File: src/rtl/mem_issue_queue_pkg.sv
// Shared definitions for the memory issue queue.
// Holds the default widths, the "operand ready" label, the first queue tag
// and the memory op encodings.
package mem_issue_queue_pkg;

  localparam int DATA_W_DEF  = 32;
  localparam int LABEL_W_DEF = 4;

  // A label of zero means the operand value is already present.
  localparam int LABEL_NONE = 0;

  // Memory broadcasts its results on the CDB starting at this tag.
  localparam logic [3:0] QUE_TAG_BASE = 4'b1100;

  typedef enum logic {
    OP_WRITE = 1'b0,
    OP_READ  = 1'b1
  } mem_op_e;

endpackage

File: src/rtl/mem_issue_queue_entry.sv
// One slot of the memory issue queue.
// A slot holds valid/op/data/label. It captures the CDB value for its pending
// operand (snoop), takes a bypassed CDB value when written, and is zeroed on
// clear. A write in the same cycle as a clear wins, so a full queue can
// refill the slot it is retiring.
import mem_issue_queue_pkg::*;

module mem_issue_queue_entry #(
  parameter int DATA_W  = DATA_W_DEF,
  parameter int LABEL_W = LABEL_W_DEF
) (
  input  logic               clk,
  input  logic               nRST,
  input  logic               wr_en,
  input  logic               wr_op,
  input  logic [DATA_W-1:0]  wr_data,
  input  logic [LABEL_W-1:0] wr_label,
  input  logic               clr,
  input  logic               cdb_en,
  input  logic [LABEL_W-1:0] cdb_label,
  input  logic [DATA_W-1:0]  cdb_data,
  output logic               valid,
  output logic               op,
  output logic [DATA_W-1:0]  data,
  output logic [LABEL_W-1:0] label
);

  localparam logic [LABEL_W-1:0] LBL_NONE = LABEL_W'(LABEL_NONE);

  logic               valid_q, valid_d;
  logic               op_q, op_d;
  logic [DATA_W-1:0]  data_q, data_d;
  logic [LABEL_W-1:0] label_q, label_d;
  logic               snoop_hit;
  logic               bypass_hit;

  assign snoop_hit  = valid_q && (label_q != LBL_NONE) && cdb_en && (cdb_label == label_q);
  assign bypass_hit = cdb_en && (wr_label != LBL_NONE) && (cdb_label == wr_label);

  // Next slot contents: snoop, then clear, then write (write has last word).
  always_comb begin
    valid_d = valid_q;
    op_d    = op_q;
    data_d  = data_q;
    label_d = label_q;
    if (snoop_hit) begin
      data_d  = cdb_data;
      label_d = LBL_NONE;
    end
    if (clr) begin
      valid_d = 1'b0;
      op_d    = 1'b0;
      data_d  = '0;
      label_d = LBL_NONE;
    end
    if (wr_en) begin
      valid_d = 1'b1;
      op_d    = wr_op;
      if (bypass_hit) begin
        data_d  = cdb_data;
        label_d = LBL_NONE;
      end else begin
        data_d  = wr_data;
        label_d = wr_label;
      end
    end
  end

  // Slot registers with asynchronous clear.
  always_ff @(posedge clk or negedge nRST) begin
    if (!nRST) begin
      valid_q <= 1'b0;
      op_q    <= 1'b0;
      data_q  <= '0;
      label_q <= LBL_NONE;
    end else begin
      valid_q <= valid_d;
      op_q    <= op_d;
      data_q  <= data_d;
      label_q <= label_d;
    end
  end

  assign valid = valid_q;
  assign op    = op_q;
  assign data  = data_q;
  assign label = label_q;

endmodule

File: src/rtl/mem_issue_queue.sv
// In-order issue queue for memory ops (circular buffer, slots never move).
// The head issues once its operand is ready and retires on the memory unit's
// pop pulse. Each entry's tag is TAG_BASE + slot index.
// Optional: define MEM_QUEUE_FLUSH_EN to add a synchronous flush input.
import mem_issue_queue_pkg::*;

module mem_issue_queue #(
  parameter int DATA_W   = DATA_W_DEF,
  parameter int LABEL_W  = LABEL_W_DEF,
  parameter int DEPTH    = 4,
  parameter int TAG_BASE = int'(QUE_TAG_BASE)
) (
  input  logic                       clk,
  input  logic                       nRST,
  input  logic                       enq_valid,
  output logic                       enq_ready,
  input  logic                       enq_op,
  input  logic [DATA_W-1:0]          enq_data,
  input  logic [LABEL_W-1:0]         enq_label,
  output logic [LABEL_W-1:0]         enq_tag,
  output logic                       issue_valid,
  input  logic                       issue_ready,
  output logic                       issue_op,
  output logic [DATA_W-1:0]          issue_data,
  output logic [LABEL_W-1:0]         issue_tag,
  input  logic                       pop,
  input  logic                       cdb_en,
  input  logic [LABEL_W-1:0]         cdb_label,
  input  logic [DATA_W-1:0]          cdb_data,
`ifdef MEM_QUEUE_FLUSH_EN
  input  logic                       flush,
`endif
  output logic [$clog2(DEPTH+1)-1:0] count
);

  localparam int PTR_W = $clog2(DEPTH);
  localparam int CNT_W = $clog2(DEPTH+1);

  logic [PTR_W-1:0] head_q, head_d;
  logic [PTR_W-1:0] tail_q, tail_d;
  logic [CNT_W-1:0] count_q, count_d;

  logic               valid_w [DEPTH];
  logic               op_w    [DEPTH];
  logic [DATA_W-1:0]  data_w  [DEPTH];
  logic [LABEL_W-1:0] label_w [DEPTH];
  logic [DEPTH-1:0]   wr_sel;
  logic [DEPTH-1:0]   clr_sel;

  logic flush_w;
  logic pop_eff;
  logic enq_fire;
  logic head_present;

  // The memory unit latches the head itself; the queue only reacts to pop.
  logic unused_issue_ready;
  assign unused_issue_ready = issue_ready;

`ifdef MEM_QUEUE_FLUSH_EN
  assign flush_w = flush;
`else
  assign flush_w = 1'b0;
`endif

  assign pop_eff   = pop && (count_q != '0);
  assign enq_ready = !flush_w && ((count_q < CNT_W'(DEPTH)) || pop_eff);
  assign enq_fire  = enq_valid && enq_ready;
  assign enq_tag   = LABEL_W'(TAG_BASE) + LABEL_W'(tail_q);

  generate
    for (genvar gi = 0; gi < DEPTH; gi++) begin : g_slot
      assign wr_sel[gi]  = enq_fire && (tail_q == PTR_W'(gi));
      assign clr_sel[gi] = flush_w || (pop_eff && (head_q == PTR_W'(gi)));

      mem_issue_queue_entry #(
        .DATA_W  (DATA_W),
        .LABEL_W (LABEL_W)
      ) u_entry (
        .clk       (clk),
        .nRST      (nRST),
        .wr_en     (wr_sel[gi]),
        .wr_op     (enq_op),
        .wr_data   (enq_data),
        .wr_label  (enq_label),
        .clr       (clr_sel[gi]),
        .cdb_en    (cdb_en),
        .cdb_label (cdb_label),
        .cdb_data  (cdb_data),
        .valid     (valid_w[gi]),
        .op        (op_w[gi]),
        .data      (data_w[gi]),
        .label     (label_w[gi])
      );
    end
  endgenerate

  // Head mux: outputs are forced to zero when the head slot is empty.
  assign head_present = valid_w[head_q];
  assign issue_valid  = head_present && (label_w[head_q] == LABEL_W'(LABEL_NONE));
  assign issue_op     = head_present ? op_w[head_q] : 1'b0;
  assign issue_data   = head_present ? data_w[head_q] : '0;
  assign issue_tag    = head_present ? (LABEL_W'(TAG_BASE) + LABEL_W'(head_q)) : '0;

  // Pointer and occupancy update; pointers wrap naturally (DEPTH is 2**n).
  always_comb begin
    head_d  = head_q;
    tail_d  = tail_q;
    count_d = count_q;
    if (flush_w) begin
      head_d  = '0;
      tail_d  = '0;
      count_d = '0;
    end else begin
      if (enq_fire) tail_d = tail_q + PTR_W'(1);
      if (pop_eff)  head_d = head_q + PTR_W'(1);
      case ({enq_fire, pop_eff})
        2'b10:   count_d = count_q + CNT_W'(1);
        2'b01:   count_d = count_q - CNT_W'(1);
        default: count_d = count_q;
      endcase
    end
  end

  // Pointer and occupancy registers with asynchronous clear.
  always_ff @(posedge clk or negedge nRST) begin
    if (!nRST) begin
      head_q  <= '0;
      tail_q  <= '0;
      count_q <= '0;
    end else begin
      head_q  <= head_d;
      tail_q  <= tail_d;
      count_q <= count_d;
    end
  end

  assign count = count_q;

endmodule

File: config.mk
export PLATFORM = sky130hd
export DESIGN_NAME = mem_issue_queue
export DESIGN_NICKNAME = d
export VERILOG_FILES = /design/src/rtl/mem_issue_queue_pkg.sv /design/src/rtl/mem_issue_queue_entry.sv /design/src/rtl/mem_issue_queue.sv
export SDC_FILE = /design/constraint.sdc
export NUM_CORES = 1
export LEC_CHECK = 0
export CAP_MARGIN = 20
export CORE_UTILIZATION = 45
export DETAILED_ROUTE_END_ITERATION = 7
export PLACE_DENSITY = 0.68
export SYNTH_ARGS = -nofsm -noshare
export SYNTH_HDL_FRONTEND = slang
export SYNTH_SLANG_ARGS = --single-unit
File: constraint.sdc
create_clock -name clk -period 5.7 [get_ports clk]
set_input_delay 0.57 -clock clk [delete_from_list [all_inputs] [get_ports clk]]
set_output_delay 0.57 -clock clk [all_outputs]
set_load 0.03 [all_outputs]
==> results.txt <==
----------------------------------------------------
[Global routing]
  Pin count of the biggest net entering global routing ... between 90 and 100
  Number of antenna violations at the first check in global routing ... 0
  Global-route wire length before repair ... 41600 um
  Total global routing track utilization ... ~28%
  Via count of the first global-routing pass ... 7601
  Gr ovfl total ... 0

[Detailed routing]
  WL/cell ... about 25 um
  Drt pass-1 iters ... 5
  DR DRC count ... 0
  DRT antenna net count ... 0
  Violation count after the first detailed-route iteration ... 772
  Vias per cell ... ~6.7
  Via Count ... between 7000 and 8000
  Detailed-route wire length ... 26100 um

[CTS]
  Clock Pin Slew Worst Setup and Hold Paths ... about 60 ps
  H-tree lvl count ... 4
  Clock tree from TritonCTS ... built
  Number of CTS-inserted buffers ... 17
  Clock Tree Root ... sky130_fd_sc_hd__clkbuf_16
  Count of buffers added by post-CTS timing repair for setup ... 0
  Post-cts resize count ... 0
  Maximum root-to-sink buffer count ... 2
  Number of hold buffers added after CTS ... 0
  Source-to-sink clock delay at the later pin of the worst-skew pair ... around 420 ps
  Clock net sink count ... approximately 160

[Timing]
  Fin worst setup slack ... 1790 ps
  Fmax ... 0.256 GHz
  Number of pins exceeding their max-slew limit in the final report ... 0
  Setup violations, final ... 0
  Post-route clock period utilization ... ~69%
  Setup TNS ... 0 ps
  Rel. slew slack ... around 24%
  Minimum clock period ... 3910 ps
  Unrepaired setup endpoints after global routing ... no
  Worst Clk Skew ... 7.38 ps
  Hold violation total from the final report ... 0
  Worst Tran Pin Value ... about 1100 ps

[Synth]
  Mean Syn Cell Area ... 11.6 um2
  Summed instance area of the synthesized netlist ... between 8000 and 9000 um2
  Proportion of synthesized flip-flops having asynchronous set or reset ... between 90% and 100%
  Portion of synthesized cell area occupied by the leading cell type ... between 40% and 50%
  Total of flip-flops plus latches after synthesis ... about 160
  Synth Instances ... between 700 and 800
  Number of warnings issued by yosys ... 0
  Post-synthesis sequential area ratio ... about 47%
  Biggest area consumer among synthesized cells ... sky130_fd_sc_hd__dfrtp_1
  Post-synth top flop ... sky130_fd_sc_hd__dfrtp_1
  Number of distinct standard cells referenced by the synthesized netlist ... between 40 and 50
  Number of flops mapped to enable cells by yosys ... 0
  Dominant cells by area after synthesis ... sky130_fd_sc_hd__dfrtp_1, sky130_fd_sc_hd__o221ai_1, sky130_fd_sc_hd__mux4_2

[Cells and area]
  # diodes ... 0
  Most frequent cells in the layout ... sky130_fd_sc_hd__dfrtp_1, sky130_fd_sc_hd__clkdlybuf4s50_1, sky130_fd_sc_hd__o221ai_1
  Synth-to-layout area growth ... 23.0%
  Net count, final ... roughly 900
  Number of fill cells in the layout ... approximately 1500
  Commonest non-fill, non-tap cell in the layout ... sky130_fd_sc_hd__dfrtp_1
  Fraction of final layout cells sized beyond drive strength 1 ... a little under an eighth

[Floorplanning]
  Standard-cell rows ... 49
  Die outline width ... 139 um
  Starting utilization of the core area ... 46.6%
  Core box area ... between 15000 and 20000 um2
  Ports placed on the boundary ... 125
  Die Y-Extent ... ~140 um
  Die Footprint ... 19500 um2

[Critical path]
  CP endpoint ... issue_data[7]
  Internal reg-to-reg setup slack ... roughly 2800 ps
  Category of the worst setup path launch point ... flip-flop
  Crit Path Max Fanout ... 42
  Arrival time at the worst endpoint ... between 3000 and 4000 ps
  Data required time of the critical path ... slightly above 5000 ps
  Critical Path Source ... head_q[1]
  Crit end category ... output port
  Category of the critical setup timing path ... flip-flop to output port
  Endpoint of the lowest-slack register-to-register path ... g_slot[2].u_entry.label[2]
  R2R depth ... 6
  Worst R2R Start ... head_q[1]

[Worst hold path]
  Type of the worst min-delay path ... input port to asynchronous set/reset pin

[Power and ir drop]
  Power dissipated by switching net loads ... about 2.8 mW
  Clock Power Share ... ~16%
  IR Drop Worst-Case VDD ... approximately 0.0004 V
  Pwr/cell area ... approximately 650 nW/um2
  Switching share of power ... roughly two fifths
  Internal power of the cells ... just over 4 mW
  Combinational group share of total power ... roughly 52%
  Sequential fraction of design power ... 31.2%
  Standby leakage power ... approximately 4.2 nW

[Place]
  Post-DP HPWL ... 15500 um
  DP Worst Slack ... about 1900 ps
  Number of input and output port buffers inserted ... 121
  Gpl congestion ... 0.795

[Outcome]
  Run status ... finished clean

[Run]
  Count of maximum capacitance violations ... 0

----------------------------------------------------
per-layer routing:
metal / vias to the layer above / share of wire, % / GRT usage (%)
met2: 402 / 49 / 44.6
met1: 3580 / 41 / 36.6
li1: 3046 / - / -
met4: 0 / 1.9 / 10.2
met5: - / 0 / 0
met3: 49 / 8.9 / 7.26
cell usage after synthesis, types with 6 or more instances:
| cell | instances |
|---|---|
| sky130_fd_sc_hd__o22ai_1 | 32 |
| sky130_fd_sc_hd__a32o_1 | 12 |
| sky130_fd_sc_hd__buf_2 | 15 |
| sky130_fd_sc_hd__xor2_1 | 6 |
| sky130_fd_sc_hd__nor2b_1 | 37 |
| sky130_fd_sc_hd__a22o_1 | 7 |
| sky130_fd_sc_hd__inv_1 | 6 |
| sky130_fd_sc_hd__o21ai_0 | 50 |
| sky130_fd_sc_hd__mux4_2 | 33 |
| sky130_fd_sc_hd__buf_6 | 8 |
| sky130_fd_sc_hd__nand3_1 | 8 |
| sky130_fd_sc_hd__nor3_1 | 7 |
| sky130_fd_sc_hd__nand2_1 | 22 |
| sky130_fd_sc_hd__mux2i_1 | 66 |
| sky130_fd_sc_hd__clkbuf_1 | 45 |
| sky130_fd_sc_hd__o21ai_1 | 53 |
| sky130_fd_sc_hd__xnor2_1 | 14 |
| sky130_fd_sc_hd__o221ai_1 | 96 |
| sky130_fd_sc_hd__dfrtp_1 | 159 |
| sky130_fd_sc_hd__ha_1 | 9 |
power by group through the flow:
stage | sequential [mW] | combinational (mW) | clock (mW)
after global placement | 2.08 | 3.37 | 0
after floorplan | 1.98 | 2.41 | 0
after global routing | 2.21 | 3.84 | 1.18
after CTS | 2.13 | 3.54 | 1.13
final | 2.14 | 3.59 | 1.12
after detailed placement | 2.15 | 3.53 | 0
flip-flops by register name, summed over array words and instances, names as in the netlist:
register / flops
count: 3
g_slot.u_entry.data: 128
g_slot.u_entry.label: 16
g_slot.u_entry.op: 4
g_slot.u_entry.valid: 4
head_q: 2
tail_q: 2
cell type report:
class                      instances  area [um2]  area share, %
multi-input combinational        493        4190           40.0
sequential                       159        3980           38.0
tap                              229         287           2.74
inverter                           6        22.5          0.215
clock buffer                      24         492           4.70
timing repair buffer             138        1410           13.5
clock inverter                     6        82.6          0.789
metrics by stage:
stage	instance area, um2	hold WS, ps	cells	util [%]	power [mW]
2_1_floorplan	8510	274	735	-	4.39
3_3_place_gp	9790	480	1021	53.6	5.45
3_5_place_dp	9870	482	1024	54.0	5.67
4_1_cts	10400	274	1054	57.1	6.80
5_1_grt	10500	294	1055	57.3	7.23
6_report	10500	199	1055	57.3	6.84
worst max-delay path, stage by stage, from the launching register on:
cell,delay (ps)
sky130_fd_sc_hd__dfrtp_2,1120
sky130_fd_sc_hd__mux2_2,450
sky130_fd_sc_hd__o21ai_4,440
sky130_fd_sc_hd__buf_16,230
sky130_fd_sc_hd__nor2b_1,60
sky130_fd_sc_hd__clkdlybuf4s50_1,590
logic make-up after synthesis:
logic type	count (synthesis)	share of synthesized area [%]
AOI/OAI and AO/OA	259	21.3
DFF	159	46.8
muxes	102	16.9
and+or+nand+nor	100	6.59
buffers and inverters	83	4.77
xor gates and xnor gates	20	2.06
adders and majority gates	10	1.56
other	1	0.0441
how the worst min path moves through the flow:
stage                         startpoint                    endpoint  cells after the start
finish                              nRST  g_slot[0].u_entry.data[29]                      1
global route                        nRST  g_slot[3].u_entry.data[29]                      1
CTS                                 nRST  g_slot[0].u_entry.data[29]                      1
detailed placement  g_slot[0].u_entry.op        g_slot[0].u_entry.op                      1
global placement    g_slot[0].u_entry.op        g_slot[0].u_entry.op                      1
floorplan                           nRST                    count[0]                      0
No activity file was read; power rests on OpenSTA's default activity.
